## config.mk

```make
export PLATFORM = sky130hd
export DESIGN_NAME = wb_uart_tx
export DESIGN_NICKNAME = d
export VERILOG_FILES = /design/src/rtl/wb_uart_tx.sv
export SDC_FILE = /design/constraint.sdc
export NUM_CORES = 1
export LEC_CHECK = 0
export ABC_AREA = 1
export CAP_MARGIN = 5
export CORE_MARGIN = 2
export CORE_UTILIZATION = 39
export CTS_CLUSTER_DIAMETER = 50
export DETAILED_ROUTE_END_ITERATION = 10
export MAX_ROUTING_LAYER = met4
export PLACE_DENSITY_LB_ADDON = 0.08
export SYNTH_ARGS = -nofsm -noshare
export SYNTH_HDL_FRONTEND = slang
export SYNTH_SLANG_ARGS = --single-unit
```

## constraint.sdc

```tcl
create_clock -name wb_clk -period 2.77 [get_ports wb_clk]
set_clock_uncertainty 0.05 [all_clocks]
set_input_delay 0.277 -clock wb_clk [delete_from_list [all_inputs] [get_ports wb_clk]]
set_output_delay 0.277 -clock wb_clk [all_outputs]
set_load 0.01 [all_outputs]
```

## src/rtl/wb_uart_tx.sv

```systemverilog
// wb_uart_tx: Wishbone B3 classic slave feeding a UART 8N1 transmitter.
// CPU writes bytes into a TX FIFO; a bit-serial FSM drains it onto tx.
// A level interrupt flags "all data sent" when enabled.
module wb_uart_tx #(
  parameter int CLK_DIV    = 434,
  parameter int FIFO_DEPTH = 16
) (
  input  logic        wb_clk,
  input  logic        wb_rst,
  input  logic [3:0]  wb_adr_i,
  input  logic [31:0] wb_dat_i,
  input  logic [3:0]  wb_sel_i,
  input  logic        wb_we_i,
  input  logic        wb_cyc_i,
  input  logic        wb_stb_i,
  input  logic [2:0]  wb_cti_i,
  input  logic [1:0]  wb_bte_i,
  output logic [31:0] wb_dat_o,
  output logic        wb_ack_o,
  output logic        wb_err_o,
  output logic        wb_rty_o,
  output logic        tx,
  output logic        irq
);

  localparam int AW = $clog2(FIFO_DEPTH);
  localparam logic [AW:0] LVL_FULL = (AW+1)'(FIFO_DEPTH);
  localparam logic [AW:0] LVL_ZERO = (AW+1)'(0);

  typedef enum logic [1:0] {
    ST_IDLE  = 2'd0,
    ST_START = 2'd1,
    ST_DATA  = 2'd2,
    ST_STOP  = 2'd3
  } state_t;

  // Registers
  state_t         state_r;
  logic [15:0]    div_r;
  logic [15:0]    baud_cnt_r;
  logic [7:0]     shift_r;
  logic [2:0]     bit_idx_r;
  logic           irq_en_r;
  logic           ovf_r;
  logic [AW-1:0]  wr_ptr_r;
  logic [AW-1:0]  rd_ptr_r;
  logic [AW:0]    count_r;
  logic [7:0]     fifo_mem_r [FIFO_DEPTH];
  logic           tx_r;
  logic           irq_r;
  logic           ack_r;
  logic [31:0]    dat_r;

  // Combinational helpers
  logic           req_s;
  logic           wr_s;
  logic [1:0]     reg_sel_s;
  logic           push_req_s;
  logic           push_s;
  logic           ovf_set_s;
  logic           ovf_clr_s;
  logic           pop_s;
  logic           full_s;
  logic           empty_s;
  logic           busy_s;
  logic           bit_end_s;
  logic [15:0]    div_load_s;
  logic [31:0]    status_s;
  logic [31:0]    rdata_s;
  logic           unused_s;

  // A request is serviced once: the cycle after ack it is not re-acked.
  assign req_s      = wb_cyc_i & wb_stb_i & ~ack_r;
  assign wr_s       = req_s & wb_we_i;
  assign reg_sel_s  = wb_adr_i[3:2];
  assign full_s     = (count_r == LVL_FULL);
  assign empty_s    = (count_r == LVL_ZERO);
  // Full is judged before any same-cycle pop, so a push while full is lost.
  assign push_req_s = wr_s & (reg_sel_s == 2'd0) & wb_sel_i[0];
  assign push_s     = push_req_s & ~full_s;
  assign ovf_set_s  = push_req_s & full_s;
  assign ovf_clr_s  = wr_s & (reg_sel_s == 2'd1) & wb_dat_i[3];
  assign busy_s     = (state_r != ST_IDLE);
  assign bit_end_s  = (baud_cnt_r == 16'd0);
  // DIV of 0 behaves as 1 so a bit never takes zero cycles.
  assign div_load_s = (div_r == 16'd0) ? 16'd0 : (div_r - 16'd1);
  assign status_s   = {16'd0, 8'(count_r), 4'd0, ovf_r, busy_s, empty_s, full_s};

  assign wb_dat_o = dat_r;
  assign wb_ack_o = ack_r;
  assign wb_err_o = 1'b0;
  assign wb_rty_o = 1'b0;
  assign tx       = tx_r;
  assign irq      = irq_r;

  assign unused_s = ^{wb_cti_i, wb_bte_i, wb_adr_i[1:0], wb_dat_i[31:16], wb_sel_i[3:2]};

  // Pop the FIFO exactly when the FSM loads a new frame.
  always_comb begin
    pop_s = 1'b0;
    case (state_r)
      ST_IDLE: pop_s = ~empty_s;
      ST_STOP: pop_s = bit_end_s & ~empty_s;
      default: pop_s = 1'b0;
    endcase
  end

  // Read-data mux for the register map.
  always_comb begin
    rdata_s = 32'd0;
    case (reg_sel_s)
      2'd0:    rdata_s = 32'd0;
      2'd1:    rdata_s = status_s;
      2'd2:    rdata_s = {16'd0, div_r};
      2'd3:    rdata_s = {31'd0, irq_en_r};
      default: rdata_s = 32'd0;
    endcase
  end

  // Bus handshake, registered read data and DIV/CTRL register writes.
  always_ff @(posedge wb_clk) begin
    if (wb_rst) begin
      ack_r    <= 1'b0;
      dat_r    <= 32'd0;
      div_r    <= 16'(CLK_DIV);
      irq_en_r <= 1'b0;
    end else begin
      ack_r <= req_s;
      if (req_s & ~wb_we_i) begin
        dat_r <= rdata_s;
      end else begin
        dat_r <= 32'd0;
      end
      if (wr_s & (reg_sel_s == 2'd2)) begin
        if (wb_sel_i[0]) div_r[7:0]  <= wb_dat_i[7:0];
        if (wb_sel_i[1]) div_r[15:8] <= wb_dat_i[15:8];
      end
      if (wr_s & (reg_sel_s == 2'd3) & wb_sel_i[0]) begin
        irq_en_r <= wb_dat_i[0];
      end
    end
  end

  // FIFO storage; contents need no reset because pointers define validity.
  always_ff @(posedge wb_clk) begin
    if (push_s) begin
      fifo_mem_r[wr_ptr_r] <= wb_dat_i[7:0];
    end
  end

  // FIFO pointers, fill level and sticky overflow flag.
  always_ff @(posedge wb_clk) begin
    if (wb_rst) begin
      wr_ptr_r <= {AW{1'b0}};
      rd_ptr_r <= {AW{1'b0}};
      count_r  <= LVL_ZERO;
      ovf_r    <= 1'b0;
    end else begin
      if (push_s) wr_ptr_r <= wr_ptr_r + AW'(1);
      if (pop_s)  rd_ptr_r <= rd_ptr_r + AW'(1);
      case ({push_s, pop_s})
        2'b10:   count_r <= count_r + (AW+1)'(1);
        2'b01:   count_r <= count_r - (AW+1)'(1);
        default: count_r <= count_r;
      endcase
      if (ovf_set_s) begin
        ovf_r <= 1'b1;
      end else if (ovf_clr_s) begin
        ovf_r <= 1'b0;
      end
    end
  end

  // Serialiser FSM: start bit, 8 data bits LSB first, stop bit; baud counter
  // reloads from DIV at every bit boundary so DIV changes land on a boundary.
  always_ff @(posedge wb_clk) begin
    if (wb_rst) begin
      state_r    <= ST_IDLE;
      tx_r       <= 1'b1;
      baud_cnt_r <= 16'd0;
      shift_r    <= 8'd0;
      bit_idx_r  <= 3'd0;
    end else begin
      case (state_r)
        ST_IDLE: begin
          tx_r <= 1'b1;
          if (!empty_s) begin
            state_r    <= ST_START;
            tx_r       <= 1'b0;
            shift_r    <= fifo_mem_r[rd_ptr_r];
            baud_cnt_r <= div_load_s;
          end
        end
        ST_START: begin
          if (bit_end_s) begin
            state_r    <= ST_DATA;
            tx_r       <= shift_r[0];
            bit_idx_r  <= 3'd0;
            baud_cnt_r <= div_load_s;
          end else begin
            baud_cnt_r <= baud_cnt_r - 16'd1;
          end
        end
        ST_DATA: begin
          if (bit_end_s) begin
            baud_cnt_r <= div_load_s;
            if (bit_idx_r == 3'd7) begin
              state_r <= ST_STOP;
              tx_r    <= 1'b1;
            end else begin
              bit_idx_r <= bit_idx_r + 3'd1;
              tx_r      <= shift_r[1];
              shift_r   <= {1'b0, shift_r[7:1]};
            end
          end else begin
            baud_cnt_r <= baud_cnt_r - 16'd1;
          end
        end
        ST_STOP: begin
          if (bit_end_s) begin
            if (!empty_s) begin
              state_r    <= ST_START;
              tx_r       <= 1'b0;
              shift_r    <= fifo_mem_r[rd_ptr_r];
              baud_cnt_r <= div_load_s;
            end else begin
              state_r <= ST_IDLE;
              tx_r    <= 1'b1;
            end
          end else begin
            baud_cnt_r <= baud_cnt_r - 16'd1;
          end
        end
        default: begin
          state_r <= ST_IDLE;
          tx_r    <= 1'b1;
        end
      endcase
    end
  end

  // Interrupt: all data drained and line idle, when enabled.
  always_ff @(posedge wb_clk) begin
    if (wb_rst) begin
      irq_r <= 1'b0;
    end else begin
      irq_r <= irq_en_r & empty_s & ~busy_s;
    end
  end

endmodule

```

**Word level (Yosys, flattened, before mapping)**

Memory sizes are Yosys's and may differ from the RTL's. A register that Yosys moved wholly into a read port is not among the register bits.
Cells that the tools add are included.

- Output and inout bits: 37
- Word-level logic and storage cells: 115
- Register bits: 95
- Memories: 1
- RAM bits: 128
- Input port bits: 50

- Equality and inequality tests: 16
- Bitwise gates (word level): 22
- Add/subtract/negate cells: 7
- Muxes and demuxes: 36
- Reduce and logical (&&, ||, !) cells: 18

Memory list:

| name | words | bits a word | rd ports | clocked after memory_dff | write ports | RTL line | source |
|---|---|---|---|---|---|---|---|
| fifo_mem_r | 16 | 8 | 1 | 1 | 1 | 48 | `logic [7:0] fifo_mem_r [FIFO_DEPTH];` |

Operators by type and width:

| kind | count |
|---|---|
| $pmux W32 S4 | 1 |
| $mux W16 | 4 |
| $pmux W16 S3 | 1 |
| $logic_not A16 Y1 | 2 |
| $mux W8 | 4 |
| $sub A16 B1 Y16 const B | 2 |
| $pmux W8 S3 | 1 |
| $and A1 B1 Y1 | 16 |
| $ne A2 B2 Y1 const B | 6 |
| $eq A2 B2 Y1 const B | 5 |
| $mux W1 | 10 |
| $mux W2 | 5 |
| $pmux W5 S2 | 1 |
| $mux W3 | 3 |
| $add A4 B1 Y4 const B | 2 |
| $mux W4 | 2 |
| $pmux W2 S4 | 1 |
| $reduce_and A4 Y1 | 2 |
| $reduce_bool A2 Y1 | 4 |
| $eq A2 B1 Y1 const B | 3 |
| $not A1 Y1 | 6 |
| $pmux W3 S2 | 1 |
| $add A5 B1 Y5 const B | 1 |
| $eq A5 B5 Y1 const B | 1 |
| other kinds (12) | 15 |

**Logic depth before layout (Yosys ltp)**

- Word-level depth: 8
- Gate-level depth with buffers: 19
- Mapped depth without buffers: 19

**Worst setup path after synthesis**

OpenSTA, ideal clock, no wires.

- Path kind: reg-to-reg
- From: reg state_r[0]
- To: reg count_r[4]
- Library setup time: 132 ps
- Data arrival time: 2259 ps
- Stages on the path, launching flop included: 18
- Required time: 2588 ps
- Path buffers: 1
- Setup slack: 329 ps
- Period minus slack after synthesis: 2441 ps
- Path through: dfxtp_1 inv_1 ha_1 clkbuf_1 inv_1 nand2_2 inv_2 ha_1 xor2_1 ha_1 inv_1 nand2_1 nand2_1 nand2_1 nand2_1 nand2_1 nand2_1 a21oi_1

- Cells in the longest elaborated chain, start to end: 4
- Elaborated cells between the ends (all ways): 7
- Classes of those cells: eq/ne (3); mux (2); reduce/logical (2)

RTL lines:

| element | RTL line | source |
|---|---|---|
| start, declared | 38 | `state_t state_r;` |
| start signal, assigned | 178 | `state_r <= ST_IDLE;` |
| start signal, assigned | 188 | `state_r <= ST_START;` |
| start signal, assigned | 196 | `state_r <= ST_DATA;` |
| $eq A2 B2 Y1 or $logic_not A2 Y1 (tied branches) | 101 | `case (state_r)` |
| $pmux W1 S2 (*) | 101 |  |
| named net pop_s | 62 | `logic pop_s;` |
| $eq A2 B1 Y1 or $eq A2 B2 Y1 (tied branches) | 161 | `case ({push_s, pop_s})` |
| $pmux W5 S2 or $reduce_bool A2 Y1 (tied branches) | -- |  |
| end signal, assigned | 162 | `2'b10: count_r <= count_r + (AW+1)'(1);` |
| end signal, assigned | 163 | `2'b01: count_r <= count_r - (AW+1)'(1);` |
| end signal, assigned | 164 | `default: count_r <= count_r;` |
| end, declared | 47 | `logic [AW:0] count_r;` |

Mark *: on every way through the listed nets, which the timed path passes. The rest lies on a longest branch.
A chain may end at the register's enable or synchronous reset.

**Worst setup path in the final report**

- From: reg baud_cnt_r[13]
- To: reg count_r[4]

- Cells in the longest elaborated chain, start to end: 5
- Elaborated cells between the ends (all ways): 7
- Classes of those cells: eq/ne (2); mux (2); bitwise (1); reduce/logical (2)

RTL lines:

| element | RTL line | source |
|---|---|---|
| start, declared | 40 | `logic [15:0] baud_cnt_r;` |
| start signal, assigned | 191 | `baud_cnt_r <= div_load_s;` |
| start signal, assigned | 199 | `baud_cnt_r <= div_load_s;` |
| start signal, assigned | 201 | `baud_cnt_r <= baud_cnt_r - 16'd1;` |
| $logic_not A16 Y1 (*) | 84 | `assign bit_end_s = (baud_cnt_r == 16'd0);` |
| $and A1 B1 Y1 (*) | 103 | `ST_STOP: pop_s = bit_end_s & ~empty_s;` |
| $pmux W1 S2 (*) | 101 |  |
| named net pop_s | 62 |  |
| $eq A2 B1 Y1 or $eq A2 B2 Y1 (tied branches) | 161 |  |
| $pmux W5 S2 or $reduce_bool A2 Y1 (tied branches) | -- |  |

Marked as above.

==> impl_metrics.ini <==
[die]
dieArea_um2 = 27000
core_um2 = 25200
pin_count = 87
die_h_um = 164
rows = 58
die_w_um = 164
initial_core_util_pct = 39.7

[route]
drc_errors = 0
drt_iter0_markers = 409
post_drt_via_cell_ratio = 5.08
vias = 7680
antenna_left = 0
wl_per_cell_um = 17.1
first_pass_iters = 5
wl_mm = 25.9

[cells_and_area]
seq_area_um2 = 5510
diodes = 0
fin_nets = 1226
nFillCells = 2436
syn2layout_area_growth_pct = 19.8
multi_input_area_um2 = 3890
drive_gt1_share_pct = 12.7

[timing]
finalHoldViolCount = 0
max_freq_mhz = 415
setup_viol = 0
period_minus_slack_ps = 2410
fin_crit_sh_pct = 87.0
slew_headroom_pct = 43.9
slew_viol_final = 0
fin_setup_tns_ps = 0
worst_hold_slack_ps = 258
rsz0062_at_grt = no
worst_pin_slew_ps = 839

[power]
ir_drop_v = 0.000690
power_density_nw_per_um2 = 926
p_leak_nw = 4.64
totalPowerFinal_mw = 11.1

[placement]
io_buffers = 43
dp_hpwl_mm = 17.4
finalWeightedCongestion = 0.843

[cts]
cts_tree = yes
path_clk_slew_ps = 60
cts_buffers = 30
cts_max_level = 1
clockBufferDepth = 3
cts_sinks = 211
clk_latency_ps = 550
root_buffer = clkbuf_16
cts_setup_buffers = 0

[synth]
synthesis.area_um2 = 10000
ys_seq_area_share_pct = 55.0
synth_ff_type = edfxtp_1
ys_types = 44
synth_edf_count = 128
ys_ff_latch = 211
async_reset_ff_share_pct = 0
avgSynthCellArea_um2 = 9.27
ys_warn_count = 0
synthCells = 1080

[worst_setup_path]
endpoint_kind = flip-flop
crit_arrival_ps = 2830
critPathLaunchType = flip-flop
cp_data_required_time_ps = 3190
crit_path_max_fanout = 5
worstSetupPathType = flip-flop to flip-flop

[global_route]
track_usage_pct = 20.1
overflow = 0
antenna_found_initial = 0
grt_max_degree = 52
grt_pass1_wl_mm = 41.2
grt_pass1_vias = 7529

[flow_run]
cap_violations = 0

[status]
status = finished clean

[worst_hold_path]
min-delay-path-class = input port to flip-flop
-- where the power goes --
| part | switching [mW] | leakage (nW) | internal [mW] |
|---|---|---|---|
| Clock | 1.47 | 0.488 | 2.21 |
| Sequential | 0.210 | 1.83 | 3.54 |
| Combinational | 2.36 | 2.32 | 1.32 |
-- logic make-up after synthesis --
family | count (synthesis) | share of synthesized area [%]
simple gates | 438 | 19.2
compound gates | 211 | 12.8
flops | 211 | 55.0
buf+inv | 161 | 6.93
mux | 21 | 2.10
xor+xnor | 20 | 1.75
fa+ha+maj | 17 | 2.12
other cells | 1 | 0.0375
-- per-stage QoR --
step / cells / util (%) / instance area, um^2 / worst slack [ps]
floorplan: 1097 / - / 10100 / 329
global placement: 1457 / 43.6 / 11000 / 222
detailed placement: 1457 / 43.6 / 11000 / 181
CTS: 1512 / 47.5 / 12000 / 180
global route: 1512 / 47.6 / 12000 / 15.3
finish: 1512 / 47.6 / 12000 / 360
-- metal layers --
metal | global-route usage (%) | wire, um | vias to the layer above
li1 | - | - | 3850
met1 | 26.8 | 12300 | 3629
met2 | 31.8 | 11800 | 157
met3 | 2.65 | 1060 | 44
met4 | 6.62 | 777 | 0
met5 | - | 0 | -
-- worst paths after layout --
kind | startpoint | endpoint | slack (ps) | cells after the start
max | baud_cnt_r[13]$_SDFF_PP0_ | count_r[4]$_SDFFE_PP0P_ | 360 | 18
max reg2reg | baud_cnt_r[13]$_SDFF_PP0_ | count_r[4]$_SDFFE_PP0P_ | 360 | 18
min reg2reg | shift_r[6]$_SDFFE_PP0P_ | shift_r[6]$_SDFFE_PP0P_ | 410 | 2
min | wb_stb_i | wb_ack_o$_SDFF_PP0_ | 260 | 3
-- cell usage after synthesis, types with 6 or more instances --
library cell / count / share of area (%)
dfxtp_1: 83 / 17
ha_1: 17 / 2.1
nor2_1: 139 / 5.2
nand3_1: 83 / 4.2
nand2_1: 161 / 6.0
nand2_2: 6 / 0.38
buf_4: 19 / 1.4
nor3_1: 13 / 0.65
o21ai_1: 15 / 0.75
or2_2: 8 / 0.50
o211ai_2: 9 / 1.1
inv_1: 86 / 3.2
o221ai_1: 20 / 1.8
o21ai_0: 86 / 4.3
clkbuf_1: 32 / 1.2
edfxtp_1: 128 / 38
mux2i_1: 21 / 2.1
nand4_1: 6 / 0.38
buf_2: 8 / 0.40
nor2_2: 6 / 0.38
a21oi_1: 53 / 2.6
o211ai_1: 12 / 0.90
o32ai_1: 8 / 0.70
inv_2: 7 / 0.26
xor2_1: 18 / 1.6
-- critical path, cell delays in order (launching register included) --
cell and delay [ps]:
dfxtp_1 350, nor2_2 160, nand2_1 130, nor2_1 130
nand2_2 90, o21ai_4 180, nand2_2 90, inv_2 100
ha_4 180, xor2_1 200, ha_1 170, inv_1 30
nand2_1 90, nand2_1 80, nand2_1 60, nand2_1 40
nand2_1 50, nand2_1 40, a21oi_1 120
-- registers in the layout (all words and copies together) (netlist names), 4 cells and up, named ones only --
register,count
rd_ptr_r,4
count_r,5
wr_ptr_r,4
div_r,16
baud_cnt_r,16
wb_dat_o,16
shift_r,8
fifo_mem_r,128
-- cell usage in the layout (no fill, tap or decap), types with 6 or more instances in the layout --
| master | count |
|---|---|
| buf_4 | 50 |
| clkdlybuf4s50_1 | 43 |
| clkbuf_16 | 32 |
| nand3_1 | 83 |
| nor2_1 | 139 |
| inv_1 | 86 |
| or2_2 | 8 |
| clkbuf_1 | 6 |
| o21ai_0 | 86 |
| dfxtp_1 | 81 |
| o221ai_1 | 20 |
| nand2_1 | 161 |
| inv_2 | 7 |
| conb_1 | 18 |
| nand2_2 | 6 |
| o32ai_1 | 8 |
| xor2_1 | 18 |
| nor3_1 | 13 |
| o211ai_1 | 12 |
| edfxtp_1 | 128 |
| o21ai_1 | 15 |
| a21oi_1 | 53 |
| o211ai_2 | 9 |
| nand4_1 | 6 |
| mux2i_1 | 21 |
| nor2_2 | 6 |
| ha_1 | 16 |
-- what timing repair did --
action,in CTS,in global routing
hold buffers,0,0
gates resized for setup,0,3
endpoints found under the setup margin,0,1
-- cell type report --
class	instances	area share, %
sequential	211	45.9
multi-input combinational	725	32.5
clock buffer	41	7.14
timing repair buffer	94	6.89
tap	330	3.44
inverter	97	3.04
clock inverter	14	1.06
Note: power is estimated with default switching activity, not from simulation.
